### src/rtl/dot_matrix_scan_capture.sv
// Receive side of the 8x16 dot-matrix scan bus: settles each strobed line, rebuilds frames in a
// working buffer and commits complete frames to a second buffer behind a registered read port.
module dot_matrix_scan_capture #(
    parameter int ROWS    = 8,
    parameter int COLS    = 16,
    parameter int SETTLE  = 2,
    parameter int TIMEOUT = 4096
) (
    input  logic            clk,
    input  logic            rst,
    input  logic [ROWS-1:0] scan_row,
    input  logic [COLS-1:0] scan_col,
    input  logic [2:0]      rd_addr,
    input  logic            clr_err,
    output logic [COLS-1:0] rd_data,
    output logic            frame_valid,
    output logic [15:0]     frame_cnt,
    output logic            err_onehot,
    output logic            err_seq,
    output logic            stall,
    output logic [1:0]      dbg_state
);
    localparam int SW = (SETTLE > 1) ? $clog2(SETTLE + 1) : 1;
    localparam int TW = $clog2(TIMEOUT + 1);
    localparam int IW = (ROWS > 1) ? $clog2(ROWS) : 1;

    typedef enum logic [1:0] {
        S_SYNC   = 2'd0,
        S_FILL   = 2'd1,
        S_COMMIT = 2'd2
    } state_t;

    state_t          r_state;
    logic [ROWS-1:0] r_row, r_prev_row;
    logic [COLS-1:0] r_col, r_prev_col;
    logic [SW-1:0]   r_cnt;
    logic            r_done;
    logic [IW-1:0]   r_exp;
    logic [COLS-1:0] r_work [ROWS];
    logic [COLS-1:0] r_comm [ROWS];
    logic [COLS-1:0] r_rd;
    logic            r_fv;
    logic [15:0]     r_fcnt;
    logic            r_err_oh, r_err_seq;
    logic [TW-1:0]   r_tcnt;
    logic            r_stall;

    logic [ROWS-1:0] w_low;
    logic            w_blank, w_multi, w_same, w_done, w_accept, w_tsat, w_seq;
    logic [SW-1:0]   w_cnt;
    logic [TW-1:0]   w_tnext;
    logic [IW-1:0]   w_idx;

    assign w_low   = ~r_row;
    assign w_blank = (w_low == '0);
    assign w_multi = ((w_low & (w_low - ROWS'(1))) != '0);
    assign w_same  = (r_row == r_prev_row) && (r_col == r_prev_col);
    assign w_cnt   = !w_same ? SW'(1) :
                     ((r_cnt == SW'(SETTLE)) ? r_cnt : r_cnt + SW'(1));
    // A line is taken once per row visit; a column change inside the same row does not re-arm it.
    assign w_done   = r_done && (r_row == r_prev_row);
    assign w_accept = !w_blank && !w_multi && (w_cnt == SW'(SETTLE)) && !w_done;
    assign w_tsat   = (r_tcnt == TW'(TIMEOUT));
    assign w_tnext  = w_accept ? '0 : (w_tsat ? r_tcnt : r_tcnt + TW'(1));
    assign w_seq    = w_accept && (r_state == S_FILL) && (w_idx != r_exp);

    always_comb begin
        w_idx = '0;
        for (int i = 0; i < ROWS; i++) begin
            if (w_low[i]) w_idx = IW'(i);
        end
    end

    always_ff @(posedge clk) begin
        if (rst) begin
            r_row      <= '1;
            r_prev_row <= '1;
            r_col      <= '0;
            r_prev_col <= '0;
            r_cnt      <= '0;
            r_done     <= 1'b0;
            r_tcnt     <= '0;
            r_stall    <= 1'b0;
            r_err_oh   <= 1'b0;
            r_err_seq  <= 1'b0;
            r_rd       <= '0;
        end else begin
            r_row      <= scan_row;
            r_col      <= scan_col;
            r_prev_row <= r_row;
            r_prev_col <= r_col;
            r_cnt      <= w_cnt;
            r_done     <= w_accept | w_done;
            r_tcnt     <= w_tnext;
            r_stall    <= (w_tnext == TW'(TIMEOUT));
            r_err_oh   <= w_multi | (r_err_oh & ~clr_err);
            r_err_seq  <= w_seq | (r_err_seq & ~clr_err);
            r_rd       <= (32'(rd_addr) < ROWS) ? r_comm[rd_addr] : '0;
        end
    end

    always_ff @(posedge clk) begin
        if (rst) begin
            r_state <= S_SYNC;
            r_exp   <= '0;
            r_fv    <= 1'b0;
            r_fcnt  <= '0;
            for (int i = 0; i < ROWS; i++) begin
                r_work[i] <= '0;
                r_comm[i] <= '0;
            end
        end else begin
            r_fv <= 1'b0;
            if (r_state == S_COMMIT) begin
                r_comm  <= r_work;
                r_fv    <= 1'b1;
                r_fcnt  <= r_fcnt + 16'd1;
                r_state <= S_SYNC;
            end else if (w_multi) begin
                r_state <= S_SYNC;
            end else if (w_accept) begin
                if (r_state == S_FILL && w_idx == r_exp) begin
                    r_work[w_idx] <= r_col;
                    if (r_exp == '0) r_state <= S_COMMIT;
                    else r_exp <= r_exp - IW'(1);
                end else if (w_idx == IW'(ROWS - 1)) begin
                    // Top row always (re)starts a frame, including after an order violation.
                    r_work[w_idx] <= r_col;
                    r_exp         <= IW'(ROWS - 2);
                    r_state       <= S_FILL;
                end else begin
                    r_state <= S_SYNC;
                end
            end else if (w_tsat) begin
                r_state <= S_SYNC;
            end
        end
    end

    assign rd_data     = r_rd;
    assign frame_valid = r_fv;
    assign frame_cnt   = r_fcnt;
    assign err_onehot  = r_err_oh;
    assign err_seq     = r_err_seq;
    assign stall       = r_stall;
    assign dbg_state   = r_state;
endmodule
### config.mk
export PLATFORM = sky130hd
export DESIGN_NAME = dot_matrix_scan_capture
export DESIGN_NICKNAME = d
export VERILOG_FILES = /design/src/rtl/dot_matrix_scan_capture.sv
export SDC_FILE = /design/constraint.sdc
export NUM_CORES = 1
export LEC_CHECK = 0
export CORE_ASPECT_RATIO = 1.75
export CORE_MARGIN = 1
export CORE_UTILIZATION = 52
export DETAILED_ROUTE_END_ITERATION = 12
export PLACE_DENSITY = 0.74
export SETUP_SLACK_MARGIN = 0.05
export SLEW_MARGIN = 40
export SYNTH_ARGS = -nofsm -noshare
export SYNTH_HDL_FRONTEND = slang
export SYNTH_SLANG_ARGS = --single-unit
export TNS_END_PERCENT = 100
### constraint.sdc
create_clock -name clk -period 2.25 [get_ports clk]
set_input_delay 0.45 -clock clk [delete_from_list [all_inputs] [get_ports clk]]
set_output_delay 0.45 -clock clk [all_outputs]
set_load 0.02 [all_outputs]
==> results by stage <==
Timing:
- After layout, the worst path uses 100.6% of the clock period.
- The pin slew with the least headroom to its limit is ~0.73 ns.
- The final number of hold-violating endpoints is 0.
- The minimum period implied by the final worst setup slack is roughly 2.3 ns.
- Headroom to the max-slew limit came out at approximately 50%.
- The count of endpoints failing setup in the final report is 2.
- Setup repair after global routing could not meet its margin everywhere.
- The max-slew violation count is 0.
- The maximum clock frequency is 0.4420 GHz.
- The largest clock skew in the final design is 0.01539 ns.
- After layout, the worst setup slack is -0.01241 ns.

Floorplanning:
- The number of top-level pins is a little under 70.
- The die covers 28010 µm².
- Measured along the y axis, the die boundary spans 220.6 µm.
- The die width is between 100 and 150 µm.
- The effective utilization at floorplan is roughly 53%.
- After floorplanning, the core was sized to cover 26690 µm².
- The count of standard-cell rows is roughly 80.

Pwr:
- The design draws between 0.01 and 0.015 W.
- The analysis attributes to cell leakage a power of about 6.7 nW.
- The peak supply drop is approximately 0.00079 V.
- The power per cell area is approximately 740 nW/µm².

Layout:
- The cell area after layout is roughly 17000 µm².
- Once layout is complete, the utilization of the core stands at between 60% and 70%.
- The filler cell count is ~2100.
- The most common cell after layout, fill and taps aside is nand2_1.
- The repair_antennas step left the layout with diodes totalling 0.
- Summing all flip-flop and latch instances after layout gives between 7000 and 8000 µm².
- The share of final-layout standard cells stronger than drive strength 1 is 15.86%.
- The area growth from synthesis to layout is 21.47%.
- The footprint of the multi-input gates is 6661 µm².
- In the layout the commonest cells are nand2_1 (395), dfxtp_1 (347), a21oi_1 (163).
- The finished layout holds between 1500 and 2000 standard cells, fillers aside.
- The number of nets in the final layout is around 1700.

Yosys:
- The net count of the mapped netlist is around 1600.
- The part of the Yosys area used for sequential elements is 50.88%.
- The distinct cell type count of the synthesized netlist is just under 60.
- The synthesized design devotes to its leading area cell type between 50 and 60% of total area.
- For this run, the leading register cell type out of synthesis is dfxtp_1.
- The biggest area contributor in the post-synthesis netlist is dfxtp_1.
- In this run, synthesis inferred 0 flip-flops with an integrated enable.
- After synthesis, the share of flip-flops with an asynchronous set or reset is 0%.
- Synthesis handed over a netlist of 1544 instances.
- The warning count from the yosys run is 0.
- The post-synthesis register bit count is 361.
- By area the synthesized netlist is led by dfxtp_1 (51%), nand2_1 (10%), mux2i_1 (8.0%).
- The summed instance area of the synthesized netlist is around 14000 µm².
- The synthesized area divided by synthesized cell count is just over 9 µm².

Drt:
- The total via count after detailed routing is 11120.
- The number of vias per cell after detailed routing is ~5.6.
- In this run the top signal layer used is met4.
- For this run, the detailed router's first-pass iteration total came to 5.
- In the routed design, unresolved DRC markers number 0.
- After the first detailed-routing iteration, the DRC count stood at around 910.
- Once detail routing completed, the nets flagged for antenna violations numbered 0.
- The wire length on met1 is between 10000 and 15000 µm.
- The detailed-route wire length per cell is 17.11 µm.
- For this block, the routed nets add up to 33700 µm of wire.
- In the detailed route, the total length drawn on met2 is between 15000 and 20000 µm.
- The routed length on met3 is approximately 1500 µm.

Clock network:
- The clock tree buffer depth is 3.
- The deepest level of the CTS H-tree is 1.
- Clock latency on the worst-skew pair, taken at its later pin, is approximately 0.58 ns.
- The clock tree from TritonCTS is done.
- Counting the buffers created by CTS gives 29.
- After clock tree synthesis, the clock-pin slew on the worst setup and hold paths is 0.07 ns.
- The tree is rooted in a clkbuf_16.
- The number of clock sinks is around 360.

Placement:
- Routability-driven placement finished with a final weighted congestion of between 0.8 and 0.9.
- The count of port buffers added during placement is 67.
- Summed over all nets, the half-perimeter wirelength after detailed placement is 20350 µm.
- At the placement stage, the worst setup path has a slack of -0.05289 ns.
- The cell area after placement is approximately 16000 µm².
- The post-placement cell count is 1900.

Global routing:
- The first-pass GRT wire length is between 50000 and 60000 µm.
- The number of global-route vias before repair is between 10000 and 15000.
- The initial antenna violation count is 0.
- The total global-route track usage is a little under a quarter.
- The residual overflow from global routing is 0.
- Entering global routing, the biggest net connects ~150 pins.

Critical path:
- The capture instance of the worst register-to-register path is r_work[102].
- The worst setup path is launched from a register.
- The startpoint identified for the worst register-to-register timing path is r_row[5].
- For the worst setup path, the data arrival time is 2.71 ns.
- The critical path is of the register to register type.
- The worst endpoint required time is about 2.7 ns.
- The maximum fanout count along the critical path is 6.
- The origin of the worst setup path is r_row[5].
- The critical path endpoint is r_work[102].
- The worst setup path is captured at a register.
- For the worst flop-to-flop path, the logic depth is 10.
- For flop-to-flop paths, the worst setup slack is -0.01 ns.

Flow run:
- Across the run, the number of max-cap violations was 0.

Run status:
- The run finished, with violations left.
- The final reports fail on negative setup slack.

Worst hold path:
- The tightest min-delay check is of the input port to register type.
-- metrics by stage --
stage	hold WS [ns]	TNS [ns]
final	0.3803	-0.01584
after global routing	0.3893	-2.116
after global placement	0.4351	0
after floorplan	0.4284	0
after CTS	0.3752	0
after detailed placement	0.4425	-0.6142
-- layout make-up --
cell class / instances / share of cell area [%]
inverters: 29 / 0.6381
multi-input cells: 1044 / 38.60
flip-flops and latches: 361 / 42.04
repair buffers: 158 / 10.03
clock inverters: 16 / 1.588
well taps: 324 / 2.349
clock buffers: 38 / 4.749
-- how the worst min path moves through the flow --
stage,from,end,slack [ns],cells past startpoint
3_3_place_gp,r_work[36],r_comm[36],0.44,2
3_5_place_dp,r_work[15],r_comm[15],0.44,2
6_report,rst,r_cnt[0],0.38,3
5_1_grt,rst,r_cnt[0],0.39,3
4_1_cts,rst,r_col[9],0.38,3
2_1_floorplan,r_work[0],r_comm[0],0.43,2
-- where the power goes --
group,internal [W],leakage (nW),switching (W)
clock,0.00339,0.544,0.00232
sequential,0.00643,2.92,0.0000440
combinational,0.000287,3.23,0.000365
-- worst max-delay path, stage by stage, from the launching register on --
cell,delay (ns)
dfxtp_4,0.36
buf_4,0.15
and2_1,0.19
o22a_1,0.20
o31a_1,0.15
o31ai_4,0.30
buf_6,0.15
buf_4,0.13
nand3_4,0.14
buf_12,0.21
mux2i_2,0.15
-- cells in the mapped netlist, types with 2 or more instances --
cell / n
nand3_4: 2
nand4b_1: 2
a21oi_1: 170
nand3_1: 41
clkbuf_1: 82
nand4_1: 14
buf_1: 8
mux4_2: 32
o211ai_1: 2
buf_6: 5
or2_2: 14
nor4bb_1: 2
and2_1: 8
mux2i_1: 114
ha_1: 6
xnor2_1: 35
nor3_1: 12
inv_1: 28
and4_1: 7
nor4b_1: 2
dfxtp_1: 361
nor2_1: 55
nand2b_1: 6
nand4_2: 3
and3_1: 7
a32o_1: 2
a211oi_1: 3
or3_1: 6
o2111ai_1: 2
o21ai_0: 38
nor4_1: 3
buf_2: 13
xor2_1: 15
nand2_1: 396
and2_0: 2
nor2b_1: 21
a31oi_1: 3
-- registers in the layout, summed over array words and instances (netlist names) --
register and flops:
r_comm 128, r_work 128, frame_cnt 16, r_col 16
r_prev_col 16, rd_data 16, r_tcnt 13, r_prev_row 8
r_row 8, r_exp 3, dbg_state 2, r_cnt 2
err_onehot 1, err_seq 1, frame_valid 1, r_done 1
stall 1
-- repair_timing --
| action | 4_1_cts | 5_1_grt |
|---|---|---|
| hold buffers | 0 | 0 |
| resized for setup | 22 | 76 |
| cloned | 1 | 3 |
| endpoints found under the setup margin | 63 | 134 |
| hold endpoints to repair | 0 | 0 |
| pin swaps | 13 | 32 |
| buffers inserted | 8 | 4 |
-- cell families after synthesis --
family | Yosys count | synth area share, %
compound gates | 232 | 8.932
xor+xnor | 50 | 3.083
fa+ha+maj | 7 | 0.5989
buf+inv | 139 | 4.193
flops | 361 | 50.88
mux | 146 | 13.11
simple gates | 609 | 19.21
-- per-layer routing --
metal	up-vias	track usage, %
met3	66	2.539
met1	5405	28.64
met4	0	10.95
li1	5343	-
met2	306	42.78
met5	-	0
No activity file was read; power rests on OpenSTA's default activity.
